<file path="config.mk">
export PLATFORM = sky130hd
export DESIGN_NAME = ber_delay_line
export DESIGN_NICKNAME = d
export VERILOG_FILES = /design/src/rtl/ber_pkg.sv /design/src/rtl/ber_delay_line.sv
export SDC_FILE = /design/constraint.sdc
export NUM_CORES = 1
export LEC_CHECK = 0
export BUFFER_PORTS_ARGS = -buffer_cell sky130_fd_sc_hd__buf_2
export CAP_MARGIN = 30
export CORE_ASPECT_RATIO = 0.5
export CORE_MARGIN = 2
export CORE_UTILIZATION = 30
export DETAILED_ROUTE_END_ITERATION = 10
export GPL_TIMING_DRIVEN = 0
export PLACE_DENSITY = 0.45
export SETUP_SLACK_MARGIN = 0.1
export SYNTH_ARGS = -nofsm -noshare
export SYNTH_HDL_FRONTEND = slang
export SYNTH_SLANG_ARGS = --single-unit
</file>
<file path="constraint.sdc">
create_clock -name clk -period 4.1 [get_ports clk]
set_clock_uncertainty 0.1 [all_clocks]
set_input_delay 0.41 -clock clk [delete_from_list [all_inputs] [get_ports clk]]
set_output_delay 0.41 -clock clk [all_outputs]
set_load 0.03 [all_outputs]
</file>
<file path="src/rtl/ber_pkg.sv">
// Shared types and constants for the BER checker.
// State encoding, width helper and link defaults.
package ber_pkg;

    localparam int PRBS9_PERIOD = 511;
    localparam int OVERSAMPLE   = 4;

    typedef enum logic [1:0] {
        FILL   = 2'd0,
        SEARCH = 2'd1,
        LOCKED = 2'd2
    } ber_state_t;

    function automatic int clog2(input int value);
        int r;
        r = 0;
        for (int i = 0; i < 31; i++) begin
            if ((1 << r) < value) begin
                r = r + 1;
            end
        end
        return r;
    endfunction

endpackage

</file>
<file path="src/rtl/ber_delay_line.sv">
// Reference delay line for the BER checker.
// Shift register of past reference bits plus the tap mux.
module ber_delay_line
    import ber_pkg::*;
#(
    parameter int MAX_DELAY = 512,
    parameter int DLY_W     = 9
) (
    input  logic             clk,
    input  logic             rst,
    input  logic             valid,
    input  logic             din,
    input  logic [DLY_W-1:0] sel,
    output logic             tap
);

    logic [MAX_DELAY-1:0] ref_sr;
    logic [DLY_W-1:0]     idx;

    // Shift the newest reference bit into position 0 on each strobe.
    always_ff @(posedge clk) begin
        if (!rst) begin
            ref_sr <= '0;
        end else if (valid) begin
            ref_sr <= {ref_sr[MAX_DELAY-2:0], din};
        end
    end

    // Delay 0 compares against the live input; delay d uses the
    // bit that entered d strobes ago (before this strobe's shift).
    always_comb begin
        idx = sel - 1'b1;
        tap = (sel == '0) ? din : ref_sr[idx];
    end

endmodule

</file>
==> impl_metrics.tcl, run 1 <==
set metrics [dict create \
    synthArstFlopShare 0 \
    path_max_fanout 4 \
    power_frac_seq 0.455 \
    synth_cells 2013 \
    setup_ws_ns 0.113 \
    netlist-cell-type-count 45 \
    synth_most_common_cell "mux2i_1" \
    synth_nets 2028 \
    worst_slew_margin_rel 0.399 \
    fmax_mhz 251 \
    synth-seq-cells 512 \
    port_buffers 8 \
    synth_area_leaders "dfxtp_1, mux2i_1, nor2b_1" \
    overflow 0 \
    cts_sinks 512 \
    cts_buffer_depth 3 \
    dpl.cell_count 3068 \
    totalWireLength_microns 58600 \
    worst_pin_slew_ns 0.902 \
    clk_pin_slew_ns 0.06 \
    first_iter_violations 716 \
    hold-worst-slack_ns 0.0951 \
    die_x_microns 400 \
    htree_levels 2 \
    drv_cap 0 \
    pre_cts_ws_ns -2.28 \
    ir_drop_mv 0.269 \
    reg_top3 "ref_sr x512" \
    fin_area_sq_um 27400 \
    syn_area_per_cell_sq_um 11.7 \
    yosys.area.top_type "dfxtp_1" \
    hold_viol 0 \
    avgViaCountPerCell 4.63 \
    cts_root_buf "clkbuf_16" \
    drive_above_1_share 0.156 \
    worstSetupPathType "in2out" \
    largest_register_ff_count 512 \
    cp.arrival_ns 3.48 \
    die_area_sq_um 80900 \
    cellLeakagePower_nw 10.2 \
    dp_hpwl_microns 39500 \
    crit_path_start_kind "input port" \
    initial_core_util 0.304 \
    p_sw_frac 0.242 \
    route.detailed.drc 0 \
    grt_usage 0.145 \
    holdCritPathClass "in2reg" \
    wl_per_cell_microns 18.4 \
    min_period_over_period 0.972 \
    final.min_clock_period_ns 3.99 \
    rsz0062_at_grt "false" \
    p_int_mw 8.29 \
    critPathCaptureType "output port" \
    nNetsFinal 2124 \
    instances_no_fill 3185 \
    ys_warn_count 0 \
    dr_total_vias 14754 \
    synth_edf_count 0 \
    die_h_microns 202 \
    cts_made_buffers 52 \
    insertion_delay_ns 0.60 \
    setup_violations 0 \
    setup-tns-final_ns 0 \
    synthFlopType "dfxtp_1" \
    regMostFlops "ref_sr" \
    gp_congestion 0.746 \
    area_delta_synth_final_pct 16.5 \
    core-area_sq_um 77500 \
    grt_pass1_wl_microns 91700 \
    power_mw 10.9 \
    clockPowerShare 0.452 \
    cts_tree "yes" \
    power.density_nw_per_um2 399 \
    maxSlewViolCount 0 \
    grt_max_degree 15 \
    status "complete, no violations" \
    yosys-top-cells-count "mux2i_1, dfxtp_1, nor2b_1" \
    pin_count 14 \
    antenna_cells 0 \
    syn_area_sq_um 23600 \
    antenna_found_initial 1 \
    synth_top_cell_area_share 0.435 \
    rrSetupSlack_ns 3.29 \
    grt_pass1_vias 14735 \
    seq_area_frac_synth 0.435 \
    p_comb_frac 0.093 \
    ant_nets 0 \
    dr.pass1.iters 6 \
    ctsHoldBuffers 0 \
    switchingPower_mw 2.65 \
    placed_area_sq_um 25100 \
    num_rows 72 \
    worstPathRequired_ns 3.59 \
    postLayoutCoreUtil 0.354 \
]
## final cells by class
class	count	area [sq um]
fill	7685	50000
timing repair buffer	42	420
clock buffer	79	1530
clock inverter	15	200
buffer	155	926
multi-input combinational	1344	12800
sequential	512	10200
inverter	2	11.3
tap	1036	1300
## kinds of logic (layout without fill, tap and decap cells)
| group | count (synthesis) | count (layout) | share of synthesized area |
|---|---|---|---|
| adder cells (fa/ha/maj) | 2 | 2 | 0.00106 |
| AND/OR/NAND/NOR | 622 | 622 | 0.159 |
| flip-flops | 512 | 512 | 0.435 |
| buffers and inverters | 157 | 293 | 0.0301 |
| XOR/XNOR | 12 | 12 | 0.00622 |
| AO/OA/AOI/OAI | 44 | 44 | 0.0138 |
| multiplexers | 664 | 664 | 0.355 |
## critical path, stage by stage
cell and delay [ns]:
buf_6 0.11, buf_12 0.11, clkinvlp_4 0.09, buf_12 0.13
ha_4 0.15, buf_6 0.13, nor3b_4 0.15, buf_12 0.13
buf_4 0.14, xnor2_4 0.27, nor2_4 0.12, a32o_2 0.31
o21ai_4 0.23, a21oi_2 0.08, or3_4 0.44, a32oi_4 0.29
buf_6 0.17
## layout by cell type, fill, tap and decap left out, drive strengths merged, types with 9 or more instances in the layout
master | netlist | layout
mux2i | 527 | 527
mux4 | 137 | 137
buf | 77 | 119
dfxtp | 512 | 512
nor2b | 512 | 512
o21ai | 9 | 9
a31oi | 10 | 10
nor2 | 10 | 10
clkinv | 0 | 10
clkbuf | 78 | 157
nand3 | 15 | 15
nand2 | 69 | 69
## power by group through the flow
| stage | logic [mW] | registers [mW] | clock network (mW) |
|---|---|---|---|
| after CTS | 1.01 | 4.97 | 5.14 |
| final | 1.02 | 4.98 | 4.95 |
| after global placement | 0.901 | 5.09 | 0 |
| after detailed placement | 0.920 | 5.09 | 0 |
| after global routing | 1.07 | 4.97 | 5.34 |
| after floorplan | 0.596 | 5.09 | 0 |
## routing by layer
layer | part of all wire | track usage
met5 | 0 | 0
met4 | 0.019 | 0.0348
met1 | 0.53 | 0.217
met2 | 0.42 | 0.218
met3 | 0.032 | 0.0232
## what timing repair did
| item | in CTS | in global routing |
|---|---|---|
| setup endpoints to repair | 1 | 1 |
| pin swaps | 14 | 9 |
| gates resized for setup | 92 | 18 |
| setup buffers | 16 | 6 |
## worst paths after layout
kind,startpoint,endpoint,cells past startpoint
worst max-delay path,sel[0],tap,17
worst min-delay path,din,ref_sr[0],3
worst max register to register,ref_sr[500],ref_sr[501],2
worst min register to register,ref_sr[153],ref_sr[153],2
No activity file was read; power rests on OpenSTA's default activity.
==> inputs of run 2 (changes only) <==
--- a/config.mk
+++ b/config.mk
@@ -9,10 +9,10 @@
 export CAP_MARGIN = 30
 export CORE_ASPECT_RATIO = 0.5
 export CORE_MARGIN = 2
-export CORE_UTILIZATION = 30
+export CORE_UTILIZATION = 64
 export DETAILED_ROUTE_END_ITERATION = 10
 export GPL_TIMING_DRIVEN = 0
-export PLACE_DENSITY = 0.45
+export PLACE_DENSITY = 0.81
 export SETUP_SLACK_MARGIN = 0.1
 export SYNTH_ARGS = -nofsm -noshare
 export SYNTH_HDL_FRONTEND = slang
==> run 2 against run 1 <==
- count of clock-buffer cells in the layout down 12
- sequential cell count unchanged
- largest cell class unchanged
- sequential power hardly changed
- cell count fell by 18%
==> impl_metrics.tcl, run 2 (same netlist as run 1, synthesis figures left out) <==
set metrics [dict create \
    antenna_cells 0 \
    reg_top3 "ref_sr x512" \
    min_period_over_period 0.960 \
    status "complete, no violations" \
    critPathCaptureType "output port" \
    final_cell_mix "mux2i_1, nor2b_1, dfxtp_1" \
    nNetsFinal 2106 \
    dp_hpwl_microns 33600 \
    worst_pin_slew_ns 1.08 \
    maxSlewViolCount 0 \
    path_max_fanout 10 \
    rsz0062_at_grt "false" \
    worstSetupPathType "in2out" \
    cts_sinks 512 \
    largest_register_ff_count 512 \
    dr_total_vias 15098 \
    postLayoutCoreUtil 0.726 \
    avgViaCountPerCell 5.80 \
    die_x_microns 275 \
    holdCritPathClass "in2reg" \
    grt_max_degree 16 \
    setup_violations 0 \
    wl_per_cell_microns 19.5 \
    overflow 0 \
    cellLeakagePower_nw 9.95 \
    htree_levels 2 \
    cts_tree "yes" \
    drv_cap 0 \
    drive_above_1_share 0.147 \
    grt_pass1_vias 14820 \
    num_rows 49 \
    core-area_sq_um 36100 \
    ir_drop_mv 0.308 \
    port_buffers 8 \
    pin_count 14 \
    dr.pass1.iters 5 \
    cts_made_buffers 44 \
    final_common_cell "mux2i_1" \
    die_area_sq_um 38400 \
    power_mw 10.0 \
    fmax_mhz 254 \
    hold_viol 0 \
    initial_core_util 0.652 \
    insertion_delay_ns 0.55 \
    worstPathRequired_ns 3.59 \
    power.density_nw_per_um2 383 \
    regMostFlops "ref_sr" \
    die_h_microns 140 \
    ant_nets 0 \
    hold-worst-slack_ns 0.152 \
    cts_buffer_depth 3 \
    gp_congestion 0.826 \
    cp.arrival_ns 3.43 \
    first_iter_violations 1016 \
    totalWireLength_microns 50700 \
    route.detailed.drc 0 \
    antenna_found_initial 0 \
    area_delta_synth_final_pct 11.3 \
    crit_path_start_kind "input port" \
    ctsHoldBuffers 0 \
    worst_slew_margin_rel 0.276 \
    grt_pass1_wl_microns 80500 \
    final.min_clock_period_ns 3.94 \
    clk_pin_slew_ns 0.06 \
    cts_root_buf "clkbuf_16" \
    grt_usage 0.265 \
]
run 2: cell count changes in the layout (fill, tap and decap cells not counted), sizes merged:
cell      change
buf           -7
clkbuf       -15
bufinv        -4
clkinvlp      +2
clkinv        -5
run 2: worst max-delay path: stages:
cell and delay [ns]:
buf_6 0.11, buf_12 0.10, clkinvlp_4 0.10, buf_12 0.14, ha_2 0.31, buf_6 0.16, buf_8 0.17, buf_8 0.17
buf_6 0.16, buf_6 0.17, mux4_2 0.32, mux2i_1 0.14, a32oi_1 0.08, nand4_1 0.24, nand3_1 0.12, o21ai_2 0.24
a32oi_2 0.10, buf_6 0.17
run 2: final cells by class:
class | count | area [sq um]
buffer | 155 | 881
timing repair buffer | 32 | 260
clock inverter | 8 | 70.1
multi-input combinational | 1344 | 12800
fill | 2502 | 9890
tap | 484 | 606
clock buffer | 67 | 1330
sequential | 512 | 10200
inverter | 2 | 11.3
run 2: layer usage:
layer,track usage,up-vias,share of wire
met1,0.389,7433,0.48
li1,-,7227,-
met3,0.0438,87,0.054
met2,0.412,351,0.45
met4,0.0646,0,0.019
met5,0,-,0
run 2: final timing paths:
| path | depth (start not counted) | endpoint | slack (ns) | from |
|---|---|---|---|---|
| hold / removal | 3 | ref_sr[0] | 0.15 | din |
| setup reg to reg | 2 | ref_sr[53] | 3.27 | ref_sr[52] |
| hold reg to reg | 2 | ref_sr[113] | 0.43 | ref_sr[113] |
| setup / recovery | 18 | tap | 0.16 | sel[0] |
run 2: power breakdown:
| group | switching, mW | internal, mW |
|---|---|---|
| Sequential | 0.000996 | 4.97 |
| Combinational | 0.534 | 0.405 |
| Clock | 1.84 | 2.29 |
| Total | 2.38 | 7.67 |
run 2: through the flow:
| step | setup slack [ns] | TNS [ns] | instance area, sq um | cells |
|---|---|---|---|---|
| after floorplan | 0.158 | 0 | 23600 | 2013 |
| after global placement | -1.84 | -1.84 | 24200 | 2505 |
| after detailed placement | -1.81 | -1.81 | 24200 | 2508 |
| after CTS | 0.106 | 0 | 26000 | 2594 |
| after global routing | 0.0642 | 0 | 26200 | 2604 |
| final | 0.165 | 0 | 26200 | 2604 |
run 2: what timing repair did:
item                       4_1_cts  5_1_grt
cloned                           0        0
pin swaps                        4       14
setup endpoints to repair        1        1
resized for setup               74       32
setup buffers                   11       10
==> inputs of run 3 (changes only) <==
==> constraint.sdc (replaced) <==
create_clock -name clk -period 4.1 [get_ports clk]
set_clock_uncertainty 0.1 [all_clocks]
set_input_delay 0 -clock clk [delete_from_list [all_inputs] [get_ports clk]]
set_output_delay 0 -clock clk [all_outputs]
set_load 0.03 [all_outputs]
==> run 3 against run 2 <==
- via count fell by 0.72%
- hold slack improved by 0.023 ns
- setup slack improved by 0.10 ns
- critical path type unchanged
- largest power group unchanged
- highest routed layer unchanged
==> impl_metrics.tcl, run 3 (same netlist as run 1, synthesis figures left out) <==
set metrics [dict create \
    hold_viol 0 \
    port_buffers 8 \
    first_iter_violations 1059 \
    instances_no_fill 2592 \
    dr_total_vias 14989 \
    multi_input_area_sq_um 12600 \
    dp_hpwl_microns 33600 \
    totalWireLength_microns 49800 \
    initial_core_util 0.652 \
    avgViaCountPerCell 5.78 \
    maxSlewViolCount 0 \
    endpoint "tap" \
    holdCritPathClass "in2reg" \
    wl_per_cell_microns 19.2 \
    crit_path_start_kind "input port" \
    grt_pass1_vias 14810 \
    num_rows 49 \
    nNetsFinal 2094 \
    overflow 0 \
    hold-worst-slack_ns 0.174 \
    ant_nets 0 \
    grt_pass1_wl_microns 79800 \
    r2r-end "ref_sr[216]" \
    status "complete, no violations" \
    dpl.cell_count 2508 \
    ir_drop_mv 0.308 \
    cts_tree "yes" \
    cts_sinks 512 \
    drv_cap 0 \
    final_cell_mix "mux2i_1, nor2b_1, dfxtp_1" \
    largest_register_ff_count 512 \
    path_max_fanout 11 \
    reg_top3 "ref_sr x512" \
    reg2reg_from "ref_sr[216]" \
    htree_levels 2 \
    power_mw 9.96 \
    r2r.worst_path.cells 2 \
    setup_violations 0 \
    power.density_nw_per_um2 386 \
    grt_max_degree 16 \
    clk_pin_slew_ns 0.06 \
    antenna_cells 0 \
    cts_root_buf "clkbuf_16" \
    die_x_microns 275 \
    antenna_found_initial 0 \
    critPathCaptureType "output port" \
    cellLeakagePower_nw 9.81 \
    dr.pass1.iters 5 \
    gp_congestion 0.826 \
    worst_slew_margin_rel 0.245 \
    die_area_sq_um 38400 \
    pin_count 14 \
    hold_path_depth 3 \
    cts_buffer_depth 3 \
    route.detailed.drc 0 \
    rrSetupSlack_ns 3.27 \
    grt_usage 0.263 \
    area_delta_synth_final_pct 9.62 \
    rsz0062_at_grt "false" \
    min_period_over_period 0.935 \
    worstSetupPathType "in2out" \
    drive_above_1_share 0.135 \
    final_common_cell "mux2i_1" \
    num-fill-cells 2574 \
    worstPathRequired_ns 4.00 \
    die_h_microns 140 \
    cts_made_buffers 44 \
    worstSetupStartpoint "sel[0]" \
    insertion_delay_ns 0.55 \
    core-area_sq_um 36100 \
    final.min_clock_period_ns 3.83 \
    cp.arrival_ns 3.73 \
    fmax_mhz 261 \
    worst_pin_slew_ns 1.13 \
    regMostFlops "ref_sr" \
    seq_area_sq_um 10200 \
]
## run 3: cell count changes in the layout (fill, tap and decap cells not counted), moves of 2 or more
cell / delta
clkbuf_4: +4
buf_6: -13
xor2_4: -3
nor2_2: +3
buf_2: +2
a31oi_1: +4
buf_8: -4
buf_12: -4
o21ai_0: +3
xor2_2: +3
nor2_4: -3
a31oi_2: -4
## run 3: timing repair
action                                 4_1_cts  5_1_grt
setup endpoints to repair                    1        1
pin swaps                                    2        2
resized for setup                           31        6
gates cloned                                 0        0
hold buffers                                 1        0
endpoints found under the hold margin        1        0
buffers inserted                             5        2
## run 3: cell type report
type	instances	area share
Buffer	155	0.0296
Tap cell	484	0.0235
Inverter	2	0.000436
Multi-Input combinational cell	1344	0.490
Timing Repair Buffer	20	0.00557
Sequential cell	512	0.397
Clock inverter	8	0.00271
Clock buffer	67	0.0515
## run 3: report_power, final
part	total, mW	switching, mW	internal [mW]
logic	0.871	0.512	0.360
clock network	4.12	1.83	2.29
registers	4.97	0.00102	4.97
## run 3: stage by stage
stage / cell area, sq um / setup WS, ns / util / setup TNS [ns]
2_1_floorplan: 23600 / 0.978 / - / 0
3_3_place_gp: 24200 / -1.02 / 0.670 / -1.02
3_5_place_dp: 24200 / -0.988 / 0.671 / -0.988
4_1_cts: 25800 / 0.105 / 0.714 / 0
5_1_grt: 25800 / 0.217 / 0.715 / 0
6_report: 25800 / 0.268 / 0.715 / 0
## run 3: routing by layer
| metal | track usage | vias to the layer above | wire [microns] |
|---|---|---|---|
| met4 | 0.0657 | 0 | 1000 |
| met3 | 0.0502 | 78 | 2890 |
| met5 | 0 | - | 0 |
| met2 | 0.408 | 308 | 22300 |
| li1 | - | 7211 | - |
| met1 | 0.379 | 7392 | 23600 |
## run 3: worst max-delay path: stages
cell,delay [ns]
buf_2,0.15
buf_6,0.23
clkinvlp_4,0.11
buf_4,0.22
ha_1,0.32
clkbuf_4,0.23
buf_6,0.22
buf_4,0.27
buf_4,0.27
mux4_2,0.23
mux2i_1,0.07
a221oi_1,0.43
o21ai_0,0.20
nand4_1,0.15
o21ai_2,0.09
a32oi_1,0.26
buf_2,0.26
## run 3: how the worst min path moves through the flow
| stage | from | to | slack (ns) |
|---|---|---|---|
| after floorplan | din | ref_sr[0] | 0.07 |
| after global placement | din | ref_sr[0] | 0.27 |
| after detailed placement | din | ref_sr[0] | 0.28 |
| after CTS | rst | ref_sr[11] | 0.13 |
| after global routing | rst | ref_sr[11] | 0.17 |
| final | rst | ref_sr[19] | 0.17 |
